## src/rtl/sm9_accumulator.sv

```systemverilog
// Frame accumulator for 9-bit sign-magnitude operands with a sticky overflow flag.
// Define SM9_ACC_SAT_EN to saturate the magnitude on overflow; otherwise it wraps modulo 256.
module sm9_accumulator #(
    parameter int LEN = 8
) (
    input  logic       clk,
    input  logic       rst_n,
    input  logic       clear,
    input  logic       inValid,
    output logic       inReady,
    input  logic [8:0] inData,
    output logic       outValid,
    input  logic       outReady,
    output logic [8:0] outData,
    output logic       outOvf
);

    localparam int CNT_W = $clog2(LEN + 1);

    typedef enum logic [1:0] {IDLE, ACC, DONE} state_t;

    state_t           state;
    state_t           state_next;
    logic [8:0]       acc;
    logic [CNT_W-1:0] cnt;
    logic             ovf;
    logic             live;
    logic             fire;
    logic             last_beat;
    logic [8:0]       add_res;
    logic             add_ovf;
    logic [8:0]       mag_sum;
    logic [7:0]       mag;
    logic             sign;

    // Sign-magnitude add of acc and inData; a zero magnitude always gets a positive sign.
    always_comb begin
        mag_sum = {1'b0, acc[7:0]} + {1'b0, inData[7:0]};
        add_ovf = 1'b0;
        sign    = acc[8];
        mag     = acc[7:0];
        if (acc[8] == inData[8]) begin
            add_ovf = mag_sum[8];
`ifdef SM9_ACC_SAT_EN
            mag     = mag_sum[8] ? 8'hFF : mag_sum[7:0];
`else
            mag     = mag_sum[7:0];
`endif
        end else if (acc[7:0] < inData[7:0]) begin
            mag  = inData[7:0] - acc[7:0];
            sign = inData[8];
        end else begin
            mag  = acc[7:0] - inData[7:0];
            sign = acc[8];
        end
        add_res = {sign && (mag != 8'd0), mag};
    end

    assign fire      = inReady && inValid;
    assign last_beat = (cnt == CNT_W'(LEN - 1));

    always_ff @(posedge clk or negedge rst_n) begin
        if (!rst_n) begin
            state <= IDLE;
        end else begin
            state <= state_next;
        end
    end

    always_comb begin
        state_next = state;
        if (clear) begin
            state_next = IDLE;
        end else begin
            case (state)
                IDLE, ACC: begin
                    if (fire) begin
                        state_next = last_beat ? DONE : ACC;
                    end
                end
                DONE: begin
                    if (outReady) begin
                        state_next = IDLE;
                    end
                end
                default: state_next = IDLE;
            endcase
        end
    end

    // live holds inReady low until the first edge after reset is released.
    always_ff @(posedge clk or negedge rst_n) begin
        if (!rst_n) begin
            acc  <= 9'd0;
            cnt  <= '0;
            ovf  <= 1'b0;
            live <= 1'b0;
        end else begin
            live <= 1'b1;
            if (clear || ((state == DONE) && outReady)) begin
                acc <= 9'd0;
                cnt <= '0;
                ovf <= 1'b0;
            end else if (fire) begin
                acc <= add_res;
                cnt <= cnt + CNT_W'(1);
                ovf <= ovf | add_ovf;
            end
        end
    end

    always_comb begin
        inReady  = live && (state != DONE);
        outValid = (state == DONE);
        outData  = (state == DONE) ? acc : 9'd0;
        outOvf   = (state == DONE) && ovf;
    end

endmodule

```

## config.mk

```make
export PLATFORM = sky130hd
export DESIGN_NAME = sm9_accumulator
export DESIGN_NICKNAME = d
export VERILOG_FILES = /design/src/rtl/sm9_accumulator.sv
export SDC_FILE = /design/constraint.sdc
export NUM_CORES = 1
export LEC_CHECK = 0
export ABC_AREA = 0
export BUFFER_PORTS_ARGS = -buffer_cell sky130_fd_sc_hd__buf_2
export CELL_PAD_IN_SITES_DETAIL_PLACEMENT = 0
export CELL_PAD_IN_SITES_GLOBAL_PLACEMENT = 1
export CORE_MARGIN = 4
export CORE_UTILIZATION = 43
export DETAILED_ROUTE_END_ITERATION = 16
export PLACE_DENSITY_LB_ADDON = 0.15
export SYNTH_ARGS = -nofsm -noshare
export SYNTH_HDL_FRONTEND = slang
export SYNTH_SLANG_ARGS = --single-unit
export TNS_END_PERCENT = 30
```

## constraint.sdc

```tcl
create_clock -name clk -period 3.89 [get_ports clk]
set_input_delay 0.778 -clock clk [delete_from_list [all_inputs] [get_ports clk]]
set_output_delay 0.778 -clock clk [all_outputs]
set_load 0.05 [all_outputs]
```

* Yosys cells after proc, flatten, opt, wreduce, memory -nomap -nowiden *
Cells that the tools add are included.

operators by class
  add/sub/neg operators = 4
  order comparisons = 1
  eq/ne operators = 7
  muxes and demuxes = 17
  bitwise gates (word level) = 1
  reductions and logical operators = 11

operators by type and width
  cell                                                                     count
  9-bit 2-to-1 mux                                                         3
  8-bit 2-to-1 mux                                                         2
  8-bit subtractor                                                         2
  8-bit by 8-bit adder with 9-bit output                                   1
  8-bit < comparator                                                       1
  2-bit 2-to-1 mux                                                         4
  4-bit 2-to-1 mux                                                         2
  8-bit nonzero test                                                       1
  1-bit logical AND                                                        5
  1-bit 2-to-1 mux                                                         5
  4-bit by 1-bit adder with 4-bit output, second input constant            1
  4-bit by 3-bit equality test with 1-bit output, second input constant    1
  2-bit one-hot mux with 2 select lines                                    1
  3-bit by 2-bit inequality test with 1-bit output, second input constant  1
  3-bit inequality test, second input constant                             1
  2-bit by 1-bit equality test with 1-bit output, second input constant    1
  2-bit equality test, second input constant                               1
  2-bit zero test                                                          1
  2-bit inequality test, second input constant                             1
  2-bit AND reduction                                                      1
  2-bit nonzero test                                                       1
  2-bit OR reduction                                                       1
  1-bit equality test                                                      1
  1-bit logical OR                                                         1
  1-bit bitwise OR                                                         1

word-level totals
  register bits = 17
  bits of input ports = 14

* Depth between registers and ports, before layout *
Gate-level depths: netlist of run 1.

  depth in word-level cells = 7
  gate-level depth with buffers = 12
  depth with buffers taken out = 12

* Worst setup path before layout of run 1 *
Ideal clock, no wire load.

  path kind = in2reg
  start point = in inData[0]
  end point = reg acc[8]
  library setup time = 136 ps
  data arrival time = 2887 ps
  required time = 3754 ps
  setup slack = 866 ps
  stages = 11
  cells stage by stage = ha_1 inv_1 fa_1 a211oi_2 o211a_2 nor2_2 a21o_1 a2111oi_0 nand2_1 o32ai_1 a21oi_1

between the ends
  cells in the longest elaborated chain, start to end = 7

RTL lines
  what                                            line  RTL
  start, declared                                 11    input logic [8:0] inData,
  8-bit subtractor, or another cell as far along  53    mag = acc[7:0] - inData[7:0];
  8-bit 2-to-1 mux                                49    end else if (acc[7:0] < inData[7:0]) begin
  8-bit 2-to-1 mux                                42    if (acc[8] == inData[8]) begin
  8-bit nonzero test                              56    add_res = {sign && (mag != 8'd0), mag};
  1-bit logical AND (*)                           56
  9-bit 2-to-1 mux (*)                            104   end else if (fire) begin
  9-bit 2-to-1 mux (*)                            100   if (clear || ((state == DONE) && outReady)) begin
  end signal, assigned                            105   acc <= add_res;
  end, declared                                   24    logic [8:0] acc;

Every way passes the cells marked *; elsewhere a longest branch is shown, timed or not. The select of a mux whose other input is x is not followed.
A chain may end at the register's enable or synchronous reset.

* Final worst setup path of run 1 *
Ends and elaborated chain as after synthesis.

==> summary.md, run 1 <==
| Metric | Value |
|---|---|
| P_leak | `~1.0 nW` |
| Share of cells above drive strength 1 | `0.1500` |
| Synth Cell Area | `0.001927 mm2` |
| CTS sink cnt | `17` |
| Leading post-synthesis cells by cell area | `dfrtp_1 (22%), ha_1 (17%), a21oi_1 (5.5%)` |
| Switching part of the total | `0.3878` |
| Core area | `about 0.0044 mm2` |
| Htree depth | `1` |
| Crit-path cells | `buf_2 -> ha_1 -> inv_1 -> fa_1 -> a211oi_2 -> o211ai_1 -> a22oi_1 -> a2111oi_0 -> a2111oi_0 -> nand2_1 -> o32ai_1 -> a21oi_1` |
| Initial antenna violation count | `0` |
| Synth Flop Type | `dfrtp_1` |
| Starting Density | `0.4425` |
| Diode count | `0` |
| Type of the most critical hold path | `primary input to asynchronous set/reset pin` |
| Placed insts | `approximately 310` |
| Row count | `24` |
| Post_cts resized | `0` |
| Critical path type | `primary input to flip-flop` |
| Pwr Total | `roughly 580 uW` |
| Worst slew margin | `0.3567` |
| Final setup fails | `0` |
| CP max stage cell | `a2111oi_0` |
| Syn avg cell area | `8.062 um2` |
| Power per cell area | `between 200 and 300 mW/mm2` |
| R2R cell count | `12` |
| Hold_buf cts | `0` |
| Synth warn | `0` |
| P_int | `356.7 uW` |
| CTS tree | `yes` |
| Post-DP HPWL | `3803 um` |
| Netlist cell types | `55` |
| Fillers | `between 400 and 500` |
| Async SR Flop Fraction | `1.000` |
| Synth top area share | `0.2208` |
| Reg power frac | `0.343` |
| Comb pwr share | `0.433` |
| Fin. Hold Viols | `0` |
| Final Cell Area | `0.002126 mm2` |
| Drt first pass iters | `4` |
| Gate Count Post-Synth | `about 240` |
| P_sw | `225.9 uW` |
| RSZ-0062 raised after global routing | `no` |
| Gr usage total | `0.1826` |
| Synthesized flop and latch total | `17` |
| Clock share of power | `0.224` |
| Most common cell on crit path | `a2111oi_0` |
| CP Capture Type | `flip-flop` |
| Layout Cells excl Fill | `around 310` |
| Final min period | `3209 ps` |
| Nets | `around 300` |
| Fin util | `0.4882` |
| Clock Skew | `just over 3 ps` |
| Gpl congestion | `about 0.87` |
| Pre-CTS WS | `377.2 ps` |
| Post-Route WL | `4766 um` |
| Total CTS buffers | `3` |
| Nature of the critical path startpoint | `primary input` |
| Largest net degree at the start of global routing | `18` |
| Initial DRC count | `72` |
| Slew @ Worst Pin | `958.0 ps` |
| Number of global-route vias before repair | `~1700` |
| Post-route ant nets | `0` |
| Setup TNS | `0 ps` |
| Max-slew violations | `0` |
| Max stage delay on crit path | `roughly 470 ps` |
| Hold Slack | `439.9 ps` |
| Gr ovfl total | `0` |
| EDFF count, synth | `0` |
| Crit path DAT | `3330 ps` |
| Die Y | `74.94 um` |
| Synth top cells by count | `nor2_1 (28), ha_1 (26), inv_1 (23)` |
| Drt drc | `0` |
| CP delay by family, top | `compound AO/OA/AOI/OAI gates` |
| Max clock buf depth | `2` |
| Cell with the most instances after synthesis | `nor2_1` |
| Post-CTS setup buffer count | `0` |
| Final period util | `0.8250` |
| PortBufs | `25` |
| Routed WL per cell | `15.28 um` |
| Area delta synth->final | `10.32%` |
| Die X | `74.94 um` |
| Post-synthesis sequential area ratio | `0.2208` |
| MaxCap Viol Count | `0` |
| Yosys top cell by area | `dfrtp_1` |
| VDD IR max | `between 0.2 and 0.25 mV` |
| CP required | `4010 ps` |
| Final setup margin | `~700 ps` |
| Post-DP Area | `0.002079 mm2` |
| Clock Latency Late Sink | `250 ps` |
| Clock transition at path regs | `~70 ps` |
| Post-DR vias/cell | `5.471` |
| CP Depth | `12` |
| DIE AREA | `0.005616 mm2` |
| IO Count | `26` |
| Status | `finished, final reports clean` |
| Worst path bufs/invs | `2` |
| DR vias | `1707` |
| Maximum fanout along the worst path | `4` |
| CTS Root Cell | `clkbuf_8` |
| First-pass GRT wire length | `7914 um` |
| Syn Nets | `~280` |
| Highest Clock Rate | `~310 MHz` |
placed cells by master, fill, tap and decap left out, types with 5 or more instances in the layout:
cell type and n:
nor2_1 28, ha_1 26, buf_2 25, inv_1 23, a21oi_1 21, nand2_1 17
dfrtp_1 17, o21ai_0 10, and2_1 6, nand2b_1 5, a21o_1 5, a211oi_1 5
xor2_1 5
worst register-to-register path, cell delays in order, from the launching register on:
cell and delay (ps):
dfrtp_1 420, inv_1 90, ha_1 170, inv_1 60
fa_1 420, a211oi_2 280, o211ai_1 210, a22oi_1 280
a2111oi_0 100, a2111oi_0 470, nand2_1 120, o32ai_1 240
a21oi_1 100
final timing paths:
path                               startpoint                  to  slack [ps]
setup reg to reg           acc[0]$_DFFE_PN0P_  acc[8]$_DFFE_PN0P_         810
hold reg to reg               ovf$_DFFE_PN0P_     ovf$_DFFE_PN0P_         500
setup / recovery                    inData[0]  acc[8]$_DFFE_PN0P_         680
hold / removal                          rst_n  acc[3]$_DFFE_PN0P_         440
min in group clk              ovf$_DFFE_PN0P_     ovf$_DFFE_PN0P_         500
max in group asynchronous               rst_n      live$_DFF_PN0_        3180
final cells by class:
class / count / area [um2] / area share
Clock buffer: 3 / 41.29 / 0.01942
Clock inverter: 1 / 5.005 / 0.002354
Inverter: 23 / 86.33 / 0.04061
Multi-Input combinational cell: 189 / 1363 / 0.6410
Timing Repair Buffer: 27 / 140.1 / 0.06592
Tap cell: 52 / 65.06 / 0.03061
Sequential cell: 17 / 425.4 / 0.2001
state kept, by name, indices dropped and copies added, names as in the netlist:
| register | count |
|---|---|
| acc | 9 |
| cnt | 4 |
| live | 1 |
| ovf | 1 |
| state | 2 |
power groups by stage:
stage	clock network [mW]	registers, mW	logic (mW)
6_report	0.130	0.200	0.252
5_1_grt	0.144	0.202	0.283
4_1_cts	0.135	0.200	0.252
3_5_place_dp	0	0.203	0.250
3_3_place_gp	0	0.203	0.254
2_1_floorplan	0	0.199	0.188
cell families after synthesis:
kind of cell,count (synthesis),synth area share
AND/OR/NAND/NOR,79,0.2046
AO/OA/AOI/OAI,70,0.2546
buffers and inverters,33,0.07207
adder cells (fa/ha/maj),29,0.2000
flip-flops,17,0.2208
XOR/XNOR,9,0.04091
other,1,0.001946
multiplexers,1,0.005195
metal layers:
layer / global-route usage / vias up / share of wire
li1: - / 878 / -
met1: 0.2605 / 783 / 0.51
met2: 0.2892 / 38 / 0.44
met3: 0.03471 / 8 / 0.042
met4: 0.03557 / 0 / 0.013
met5: 0 / - / 0
Power figures use the tool's default switching activity.
==> run 2, diff against run 1 <==
==> constraint.sdc (replaced) <==
create_clock -name clk -period 3 [get_ports clk]
set_input_delay 0.6 -clock clk [delete_from_list [all_inputs] [get_ports clk]]
set_output_delay 0.6 -clock clk [all_outputs]
set_load 0.05 [all_outputs]
==> summary.md, run 2 (same netlist as run 1, synthesis figures left out) <==
| Metric | Value |
|---|---|
| DIE AREA | `0.005616 mm2` |
| P_leak | `1.205 nW` |
| Post-DP HPWL | `4236 um` |
| Fillers | `434` |
| Layout Cells excl Fill | `346` |
| Final setup margin | `187.4 ps` |
| Number of global-route vias before repair | `1871` |
| Power per cell area | `352.1 mW/mm2` |
| Crit-path cells | `buf_2 -> buf_4 -> ha_1 -> fa_1 -> or3b_1 -> a311o_1 -> a211oi_2 -> a2111oi_2 -> o311a_1 -> nand4b_1 -> o32ai_2 -> a21oi_1` |
| CTS Root Cell | `clkbuf_8` |
| Clock Latency Late Sink | `250 ps` |
| Initial antenna violation count | `0` |
| Die Y | `74.94 um` |
| VDD IR max | `~0.25 mV` |
| MaxCap Viol Count | `0` |
| GR Layer Usage met2 | `0.3221` |
| CP required | `3110 ps` |
| Clock transition at path regs | `70 ps` |
| Starting Density | `0.4425` |
| Met1 usage | `0.2824` |
| Status | `finished, final reports clean` |
| Row count | `24` |
| Worst slew margin | `0.5228` |
| Post-Route WL | `5098 um` |
| Gr usage total | `0.1989` |
| Gr ovfl total | `0` |
| Diode count | `0` |
| Die X | `approximately 75 um` |
| Post-route ant nets | `0` |
| Clock Skew | `3.706 ps` |
| Post-CTS setup buffer count | `0` |
| Total CTS buffers | `3` |
| Placed insts | `342` |
| Largest net degree at the start of global routing | `18` |
| Highest Clock Rate | `355.5 MHz` |
| Gpl congestion | `about 0.95` |
| Crit path DAT | `2920 ps` |
| Pre-CTS WS | `-138.5 ps` |
| Final setup fails | `0` |
| Routed WL per cell | `~15 um` |
| Setup TNS | `0 ps` |
| Share of cells above drive strength 1 | `0.2619` |
| CTS sink cnt | `17` |
| Largest regs | `acc (9), cnt (4), state (2)` |
| Commonest non-fill, non-tap cells in the layout | `buf_4 (36), nor2_1 (28), ha_1 (26), buf_2 (25), inv_1 (23)` |
| Hold Slack | `262.1 ps` |
| Final period util | `0.9375` |
| Slew @ Worst Pin | `just over 700 ps` |
| Max-slew violations | `0` |
| CTS tree | `yes` |
| Top Usage Layer GRT | `met2` |
| Hold_buf cts | `0` |
| RSZ-0062 raised after global routing | `yes` |
| Max clock buf depth | `2` |
| Max reg flops | `9` |
| Pwr Total | `849.5 uW` |
| Nature of the critical path startpoint | `primary input` |
| Core area | `around 0.0044 mm2` |
| Met3 usage | `0.01869` |
| Fin. Hold Viols | `0` |
| Post-DR vias/cell | `5.329` |
| Critical path type | `primary input to flip-flop` |
| Drt drc | `0` |
| Htree depth | `1` |
| Max stage delay on crit path | `380 ps` |
| IO Count | `26` |
| Most common cell after layout, fill and taps aside | `buf_4` |
| First-pass GRT wire length | `8756 um` |
| CP Capture Type | `flip-flop` |
| Final min period | `2813 ps` |
| CP max stage cell | `or3b_1` |
| Initial DRC count | `122` |
| Maximum fanout along the worst path | `3` |
| DR vias | `1844` |
| Area delta synth->final | `25.19%` |
| PortBufs | `25` |
| Type of the most critical hold path | `primary input to asynchronous set/reset pin` |
| Nets | `338` |
| Drt first pass iters | `4` |
| Top reg by flops | `acc` |
run 2: layer usage:
metal | part of all wire | vias up
li1 | - | 945
met1 | 0.49 | 859
met2 | 0.47 | 36
met3 | 0.032 | 4
met4 | 0.0059 | 0
met5 | 0 | -
run 2: path summary, 6_finish.rpt:
path                               startpoint                  to  slack [ps]  cells after the start
hold / removal                          rst_n  acc[0]$_DFFE_PN0P_         260                      1
min in group clk              ovf$_DFFE_PN0P_     ovf$_DFFE_PN0P_         510                      2
hold reg to reg               ovf$_DFFE_PN0P_     ovf$_DFFE_PN0P_         510                      2
max in group asynchronous               rst_n  acc[4]$_DFFE_PN0P_        2460                      1
setup / recovery                    inData[0]  acc[8]$_DFFE_PN0P_         190                     12
setup reg to reg           acc[0]$_DFFE_PN0P_  acc[8]$_DFFE_PN0P_         190                     13
run 2: final cells by class:
cell class	instances	area [um2]	area share
inverter	23	86.33	0.03579
clock buffer	4	45.04	0.01867
multi-input combinational	189	1395	0.5783
sequential	17	425.4	0.1763
timing repair buffer	61	395.4	0.1639
tap	52	65.06	0.02697
run 2: critical path: cells and delay by family:
family | cells | cell delay, ps
buf+inv | 2 | 190
fa+ha+maj | 2 | 390
simple gates | 2 | 570
compound gates | 6 | 1180
run 2: power by group:
part / leakage, nW / total (mW) / switching (mW) / internal [mW]
clock: 0.0228 / 0.167 / 0.0729 / 0.0940
sequential: 0.229 / 0.258 / 0.0151 / 0.242
combinational: 0.953 / 0.425 / 0.227 / 0.198
run 2: metrics by stage:
step	instance area (um2)	utilization
finish	2412	0.5540
global route	2412	0.5540
CTS	2380	0.5466
detailed placement	2335	0.5362
global placement	2335	0.5362
floorplan	1927	-
run 2: repair_timing:
item                       in CTS  in global routing
hold endpoints to repair        0                  0
setup endpoints to repair       0                  1
resized for setup               0                  8
==> run 3, diff against run 2 <==
==> constraint.sdc (replaced) <==
create_clock -name clk -period 3 [get_ports clk]
set_input_delay 0.45 -clock clk [delete_from_list [all_inputs] [get_ports clk]]
set_output_delay 0.45 -clock clk [all_outputs]
set_load 0.05 [all_outputs]
==> summary.md, run 3 (same netlist as run 1, synthesis figures left out) <==
| Metric | Value |
|---|---|
| Critical path type | `flip-flop to flip-flop` |
| Type of the most critical hold path | `primary input to asynchronous set/reset pin` |
| Most common cell after layout, fill and taps aside | `nor2_1` |
| Post-Route WL | `about 5400 um` |
| Commonest non-fill, non-tap cells in the layout | `nor2_1 (28), ha_1 (26), buf_2 (25), inv_1 (23), buf_4 (22)` |
| P_leak | `between 1 and 1.5 nW` |
| Row count | `24` |
| DR vias | `1818` |
| R2R cell count | `13` |
| CTS Root Cell | `clkbuf_8` |
| Routed WL per cell | `around 16 um` |
| Worst slew margin | `0.5740` |
| Maximum fanout along the worst path | `3` |
| Status | `finished, final reports clean` |
| Drt first pass iters | `4` |
| Post-route ant nets | `0` |
| Diode count | `0` |
| Max-slew violations | `0` |
| Drt drc | `0` |
| Post-DP HPWL | `4173 um` |
| CP Capture Type | `flip-flop` |
| Initial DRC count | `140` |
| Final period util | `0.9729` |
| CTS tree | `yes` |
| Final setup fails | `0` |
| First-pass GRT wire length | `about 8500 um` |
| Met1 usage | `0.2709` |
| Nature of the critical path startpoint | `flip-flop` |
| Gr usage total | `0.1971` |
| Slew @ Worst Pin | `between 600 and 700 ps` |
| Hold Slack | `109.5 ps` |
| MaxCap Viol Count | `0` |
| Crit path DAT | `between 3000 and 4000 ps` |
| Starting Density | `0.4425` |
| Largest regs | `acc (9), cnt (4), state (2)` |
| PortBufs | `25` |
| Top reg by flops | `acc` |
| Largest net degree at the start of global routing | `18` |
| Top Usage Layer GRT | `met2` |
| Nets | `324` |
| Share of cells above drive strength 1 | `0.2286` |
| Area occupied by multi-input gates | `0.001404 mm2` |
| Number of global-route vias before repair | `1744` |
| Initial antenna violation count | `0` |
| Fin. Hold Viols | `0` |
| Final Cell Area | `0.002317 mm2` |
| Clock Skew | `1.155 ps` |
| Gpl congestion | `between 0.9 and 1` |
| Highest Clock Rate | `342.6 MHz` |
| RSZ-0062 raised after global routing | `yes` |
| Hold_buf cts | `0` |
| GR Layer Usage met2 | `0.3395` |
| CP required | `3120 ps` |
| Max clock buf depth | `2` |
| Die Y | `approximately 75 um` |
| Post-DR vias/cell | `5.476` |
| Pwr Total | `846.0 uW` |
| Core area | `0.004354 mm2` |
| Gr ovfl total | `0` |
| VDD IR max | `0.2842 mV` |
| Clock Latency Late Sink | `between 200 and 300 ps` |
| Fillers | `449` |
| Final min period | `2919 ps` |
| DIE AREA | `~0.0056 mm2` |
| IO Count | `26` |
| Clock transition at path regs | `around 70 ps` |
| Power per cell area | `~370 mW/mm2` |
| Met3 usage | `0.01602` |
| CTS sink cnt | `17` |
| Max reg flops | `9` |
| Area delta synth->final | `20.26%` |
| Htree depth | `1` |
| Post-DP Area | `0.002207 mm2` |
| Die X | `between 70 and 80 um` |
| Seq. cell area | `425.4 um2` |
| Total CTS buffers | `3` |
## run 3: critical path, cell delays in order (launching register included)
cell	delay [ps]
dfrtp_1	380
inv_1	70
ha_1	150
inv_1	50
fa_2	370
a211oi_4	310
o211ai_1	160
buf_4	200
nand4b_1	90
a31oi_1	100
xor2_1	320
nand4b_1	190
o32ai_2	290
a21oi_1	90
## run 3: power breakdown
part	internal, mW	switching, mW	total [mW]
Clock	0.0924	0.0857	0.178
Combinational	0.180	0.232	0.411
Sequential	0.242	0.0143	0.257
## run 3: final timing paths
kind | slack (ps) | to | from
max reg2reg | 80 | acc[8]$_DFFE_PN0P_ | acc[0]$_DFFE_PN0P_
min reg2reg | 500 | ovf$_DFFE_PN0P_ | ovf$_DFFE_PN0P_
min in group clk | 380 | state[1]$_DFFE_PN0P_ | clear
min | 110 | live$_DFF_PN0_ | rst_n
max | 80 | acc[8]$_DFFE_PN0P_ | acc[0]$_DFFE_PN0P_
max in group asynchronous | 2610 | acc[4]$_DFFE_PN0P_ | rst_n
## run 3: what timing repair did
action	in CTS	in global routing
endpoints found under the setup margin	0	1
resized for setup	0	9
buffers inserted	0	3
## run 3: metrics by stage
stage               TNS, ps  setup slack (ps)    util  std cells
finish                    0             81.39  0.5322        332
global route         -119.5            -119.5  0.5322        332
CTS                       0             82.81  0.5175        329
detailed placement   -36.74            -36.74  0.5069        325
global placement          0             25.96  0.5069        325
floorplan                 0             289.1       -        239
## run 3: routing by layer
layer  routed length (um)  up-vias  part of all wire
li1                     -      918                 -
met1                 2440      842              0.45
met2                 2589       50              0.48
met3                  263        8             0.049
met4                   72        0             0.013
met5                    0        -                 0
## run 3: layout make-up
class | count | area share
well taps | 52 | 0.02808
clock buffers | 3 | 0.01782
flip-flops and latches | 17 | 0.1836
inverters | 23 | 0.03726
multi-input cells | 189 | 0.6058
repair buffers | 47 | 0.1253
clock inverters | 1 | 0.002160
